===== config.mk =====
export PLATFORM = sky130hd
export DESIGN_NAME = pc_unit
export DESIGN_NICKNAME = d
export VERILOG_FILES = /design/src/rtl/pc_unit.sv
export SDC_FILE = /design/constraint.sdc
export NUM_CORES = 1
export LEC_CHECK = 0
export ABC_AREA = 1
export CAP_MARGIN = 15
export CORE_MARGIN = 4
export CORE_UTILIZATION = 40
export DETAILED_ROUTE_END_ITERATION = 7
export PLACE_DENSITY_LB_ADDON = 0.05
export SLEW_MARGIN = 5
export SYNTH_ARGS = -nofsm -noshare
export SYNTH_HDL_FRONTEND = slang
export SYNTH_SLANG_ARGS = --single-unit

===== constraint.sdc =====
create_clock -name Clock -period 1.9 [get_ports Clock]
set_input_delay 0.19 -clock Clock [delete_from_list [all_inputs] [get_ports Clock]]
set_output_delay 0.19 -clock Clock [all_outputs]
set_load 0.01 [all_outputs]

===== src/rtl/pc_unit.sv =====
// Fetch program-counter unit: holds the fetch PC and the EPC, selects the
// next PC (sequential, branch, jump, jump-register, exception entry, ERET)
// and buffers normal redirects that arrive while fetch is stalled.
module pc_unit #(
    parameter int          WIDTH        = 32,
    parameter logic [31:0] RESET_VECTOR = 32'h0000_3000,
    parameter logic [31:0] EXC_VECTOR   = 32'h0000_4180
) (
    input  logic             Clock,
    input  logic             Reset,
    input  logic             Stop,
    input  logic             BranchTaken,
    input  logic [15:0]      BranchOffset,
    input  logic [WIDTH-1:0] BranchBase,
    input  logic             Jump,
    input  logic [25:0]      JumpIndex,
    input  logic             JumpReg,
    input  logic [WIDTH-1:0] JumpTarget,
    input  logic             ExcReq,
    input  logic [WIDTH-1:0] ExcPC,
    input  logic             Eret,
    output logic [WIDTH-1:0] PC,
    output logic [WIDTH-1:0] PCPlus4,
    output logic [WIDTH-1:0] EPC,
    output logic             AdEL,
    output logic             RedirectPending
);

    // Vectors are given as 32-bit constants and zero-extended to WIDTH.
    localparam logic [WIDTH-1:0] RESET_VEC = WIDTH'(RESET_VECTOR);
    localparam logic [WIDTH-1:0] EXC_VEC   = WIDTH'(EXC_VECTOR);
    localparam logic [WIDTH-1:0] PC_STEP   = WIDTH'(32'd4);
    localparam logic [WIDTH-1:0] ZERO      = '0;

    logic [WIDTH-1:0] pc_r;
    logic [WIDTH-1:0] epc_r;
    logic [WIDTH-1:0] pend_r;
    logic             pend_valid_r;

    logic [WIDTH-1:0] pc_next_s;
    logic [WIDTH-1:0] epc_next_s;
    logic [WIDTH-1:0] pend_next_s;
    logic             pend_valid_next_s;

    logic [WIDTH-1:0] pc_plus4_s;
    logic [WIDTH-1:0] branch_tgt_s;
    logic [WIDTH-1:0] jump_tgt_s;
    logic [WIDTH-1:0] redirect_tgt_s;
    logic             redirect_s;

    assign pc_plus4_s   = pc_r + PC_STEP;
    // Branch offset is a word offset: sign-extend then scale by 4.
    assign branch_tgt_s = BranchBase + {{(WIDTH-18){BranchOffset[15]}}, BranchOffset, 2'b00};
    // J-format keeps the upper region bits of the delay-slot PC.
    assign jump_tgt_s   = {BranchBase[WIDTH-1:28], JumpIndex, 2'b00};
    assign redirect_s   = JumpReg | Jump | BranchTaken;

    // Select the normal redirect target; JR beats J beats a taken branch.
    always_comb begin
        redirect_tgt_s = branch_tgt_s;
        case ({JumpReg, Jump})
            2'b10, 2'b11: redirect_tgt_s = JumpTarget;
            2'b01:        redirect_tgt_s = jump_tgt_s;
            2'b00:        redirect_tgt_s = branch_tgt_s;
            default:      redirect_tgt_s = branch_tgt_s;
        endcase
    end

    // Next-state selection: exception and ERET ignore the stall; normal
    // redirects during a stall are parked in the pending register.
    always_comb begin
        pc_next_s         = pc_r;
        epc_next_s        = epc_r;
        pend_next_s       = pend_r;
        pend_valid_next_s = pend_valid_r;
        if (ExcReq) begin
            pc_next_s         = EXC_VEC;
            epc_next_s        = ExcPC;
            pend_next_s       = ZERO;
            pend_valid_next_s = 1'b0;
        end else if (Eret) begin
            pc_next_s         = epc_r;
            pend_next_s       = ZERO;
            pend_valid_next_s = 1'b0;
        end else if (redirect_s) begin
            if (Stop) begin
                pend_next_s       = redirect_tgt_s;
                pend_valid_next_s = 1'b1;
            end else begin
                pc_next_s         = redirect_tgt_s;
                pend_next_s       = ZERO;
                pend_valid_next_s = 1'b0;
            end
        end else if (!Stop) begin
            if (pend_valid_r) begin
                pc_next_s         = pend_r;
                pend_valid_next_s = 1'b0;
            end else begin
                pc_next_s = pc_plus4_s;
            end
        end else begin
            pc_next_s = pc_r;
        end
    end

    // State registers with asynchronous active-low reset.
    always_ff @(posedge Clock or negedge Reset) begin
        if (!Reset) begin
            pc_r         <= RESET_VEC;
            epc_r        <= ZERO;
            pend_r       <= ZERO;
            pend_valid_r <= 1'b0;
        end else begin
            pc_r         <= pc_next_s;
            epc_r        <= epc_next_s;
            pend_r       <= pend_next_s;
            pend_valid_r <= pend_valid_next_s;
        end
    end

    assign PC              = pc_r;
    assign EPC             = epc_r;
    assign RedirectPending = pend_valid_r;
    assign PCPlus4         = pc_plus4_s;
    assign AdEL            = (pc_r[1:0] != 2'b00);

endmodule


==> run_results.csv <==
group,metric,value,unit
status,status,"finished, violations left",
status,violations,"setup timing",
finish,multiInputGateArea,6380,um^2
clock_network,cts_root_buffer,"clkbuf_16",
grt,grtUsageTotal,33.6,%
sta,slew_headroom,58.6,%
drt,drt_iter0_markers,927,
setup_path,timing.rr.end,"PC[10]",
floorplanning,placeableCoreArea,20300,um^2
synthesis,yosysSeqAreaShare,29.3,%
synthesis,synth_top_family_by_area,"simple AND/OR/NAND/NOR gates",
synthesis,synth_fa_ha_area_share,4.77,%
drt,vias,11500,
floorplanning,rows,52,
run,drv_cap,0,
sta,worst_slew_pin_slew,0.622,ns
power,p_leak,7.93,nW
clock_network,cts_tree,"yes",
min_path,hold_class,"in -> reg",
synthesis,synth.area.mux_share,0,%
synthesis,avgSynthCellArea,6.07,um^2
sta,fin_ws,-0.342,ns
synthesis,synthFlopType,"dfrtp_1",
sta,finalSetupTns,-8.27,ns
setup_path,worstSetupStartpointType,"flop",
setup_path,cp.required,1.71,ns
drt,drc_errors,0,
synthesis,yosys.area_share.xor_xnor,2.22,%
synthesis,yosysTopAreaCell,"dfrtp_1",
clock_network,clk_pin_slew_worst_paths,0.07,ns
drt,dr.pass1.iters,5,
synthesis,synth.cell_area,8290,um^2
power,peakVddDrop,504,uV
clock_network,cts.path.max_buffers,2,
grt,gr-total-overflow,0,
floorplanning,die-width,152,um
finish,utilization,76.4,%
synthesis,ys_ff_latch,97,
setup_path,r2r-start,"PC[2]",
clock_network,cts.sinks,97,
sta,max_freq,446,MHz
floorplanning,io_pins,244,
floorplanning,start_util,40.9,%
sta,fin_skew,0.00795,ns
placement,gp_congestion,0.990,
setup_path,r2r_cells,12,
synthesis,ys_top_cells_by_area,"dfrtp_1 (29%), nand2_1 (26%), inv_1 (9.0%)",
finish,num-nets-final,2085,
finish,fillerInstances,1582,
grt,antenna_found_initial,1,
sta,report.final.slew_viol_count,0,
sta,final.period_utilization,118,%
grt,grt_start_max_net_pins,38,
setup_path,reg2reg_slack,-0.25,ns
setup_path,crit_end,"PCPlus4[15]",
grt,grt_pass1_vias,11400,
grt,grt_pass1_wl,62.1,mm
finish,antenna_cells,0,
drt,via_per_inst,5.25,
placement,place.port_buffers,243,
clock_network,htreeDepth,3,
sta,final-hold-violation-count,0,
clock_network,worstSkewPairLatency,0.36,ns
clock_network,cts_made_buffers,9,
floorplanning,die-height,152,um
setup_path,critPathKind,"reg -> out",
finish,syn_to_final_growth,87.1,%
synthesis,synth_compound_area_share,14.1,%
drt,drt_wl_total,41.2,mm
synthesis,netlist-cell-type-count,43,
synthesis,synth_cells,1366,
setup_path,arrival,2.05,ns
floorplanning,die_area,23100,um^2
placement,dp_hpwl,31.0,mm
setup_path,crit_fanout,3,
finish,register_area,2430,um^2
synthesis,synth-async-reset-ratio,100,%
finish,drive_above_1_share,36.1,%
drt,ant_nets,0,
drt,wl_per_cell,18.9,um
power,power_density,547,nW/um^2
synthesis,synthSimpleGateAreaFrac,38.0,%
setup_path,critPathLaunch,"PC[12]",
sta,setup_viol,50,
synthesis,syn_nets,1543,
sta,rsz0062_at_grt,"true",
sta,min_period,2.24,ns
synthesis,yosysWarningCount,0,
setup_path,end_kind,"output port",
synthesis,synth_edf_count,0,
synthesis,synth_top_area_share,28.7,%
[cell usage in the layout, fill, tap and decap left out, types with 19 or more instances in the layout]
cell type and n:
dlygate4sd2_1 38, o21ai_2 24, buf_6 71, nand2_2 91, nand2_1 458, inv_2 27
dfrtp_1 91, buf_4 258, clkdlybuf4s50_1 168, nor2_4 21, o21ai_0 35, inv_1 172
a21oi_1 41, o21ai_1 19, nand3_1 61, o22ai_1 31, ha_4 25, nor2_1 38
[metal layers]
metal  global-route usage (%)  routed length (um)  vias up  part of all wire (%)
met2                     55.4               19200      525                    47
li1                         -                   -     5423                     -
met1                     44.7               17200     5426                    42
met4                     7.62                 993        2                   2.4
met3                     8.39                3780       86                   9.2
met5                        0                  16        -                 0.039
[worst max-delay path, stage by stage, from the launching register on]
cell     delay, ns
dfstp_2       0.60
nand2_4       0.10
nor2_4        0.14
buf_6         0.11
nand3_4       0.07
nor2_4        0.12
buf_6         0.12
buf_12        0.11
xor2_2        0.15
buf_2         0.17
[synth_stat cells, types with 2 or more instances]
cell type  number
nand2_1       564
inv_1         199
dfrtp_1        95
nand3_1        84
nor2_1         64
o21ai_0        62
a21oi_1        56
o22ai_1        32
ha_1           30
clkbuf_1       27
xor2_1         19
o21bai_1       16
o21ai_1        15
buf_2          14
nor3_1         11
o211ai_1       11
nor2_2          9
nand4_1         8
a22oi_1         5
and2_1          4
a21o_1          3
buf_4           3
inv_2           3
nand2_2         3
nand3b_1        3
nor2_4          3
nor3_2          3
dfstp_2         2
nor4_1          2
o221ai_1        2
xnor2_1         2
[logic make-up (layout without fill, tap and decap cells)]
kind of cell,Yosys count,count (layout)
AND/OR/NAND/NOR,764,764
buffers and inverters,248,795
AO/OA/AOI/OAI,205,205
flip-flops,97,97
adder cells (fa/ha/maj),31,31
XOR/XNOR,21,21
[state kept, by name, indices dropped and copies added (netlist names)]
name             cells
pend_r              32
EPC                 32
PC                  32
RedirectPending      1
[worst min-delay path by stage]
stage	from	endpoint	cells past startpoint
2_1_floorplan	Reset	EPC[0]	0
3_3_place_gp	Reset	pend_r[27]	1
3_5_place_dp	Reset	pend_r[24]	1
4_1_cts	ExcPC[5]	EPC[5]	3
5_1_grt	ExcPC[18]	EPC[18]	3
6_report	ExcPC[1]	EPC[1]	3
[stage by stage]
stage                     hold WS [ns]  cells  instance area [um^2]  total power [mW]  worst slack, ns
after global routing             0.371   2183                 15500              8.86           -0.426
final                            0.363   2183                 15500              8.48           -0.342
after floorplan                 -0.106   1366                  8300              3.67          0.00929
after detailed placement         0.229   2094                 13000              5.69           -0.939
after CTS                        0.352   2170                 14800              8.14           -0.335
after global placement           0.221   2094                 13000              5.67           -0.990
[final cells by class]
type | instances | area share [%]
multi-input combinational | 1021 | 41.1
timing repair buffer | 576 | 33.9
sequential | 97 | 15.7
inverter | 203 | 4.96
tap | 270 | 2.18
clock buffer | 10 | 1.48
clock inverter | 6 | 0.629
[where the power goes]
| part | total, mW | switching [mW] | internal, mW |
|---|---|---|---|
| sequential | 2.39 | 0.165 | 2.23 |
| combinational | 4.01 | 2.06 | 1.95 |
| clock | 2.08 | 0.899 | 1.18 |
[repair_timing]
| action | 4_1_cts | 5_1_grt |
|---|---|---|
| pin swaps | 131 | 118 |
| hold endpoints to repair | 32 | 0 |
| setup buffers | 67 | 22 |
| resized for setup | 437 | 176 |
| cloned | 1 | 0 |
| hold buffers | 1 | 0 |
| setup endpoints to repair | 81 | 71 |
(Power assumes the default switching activity.)
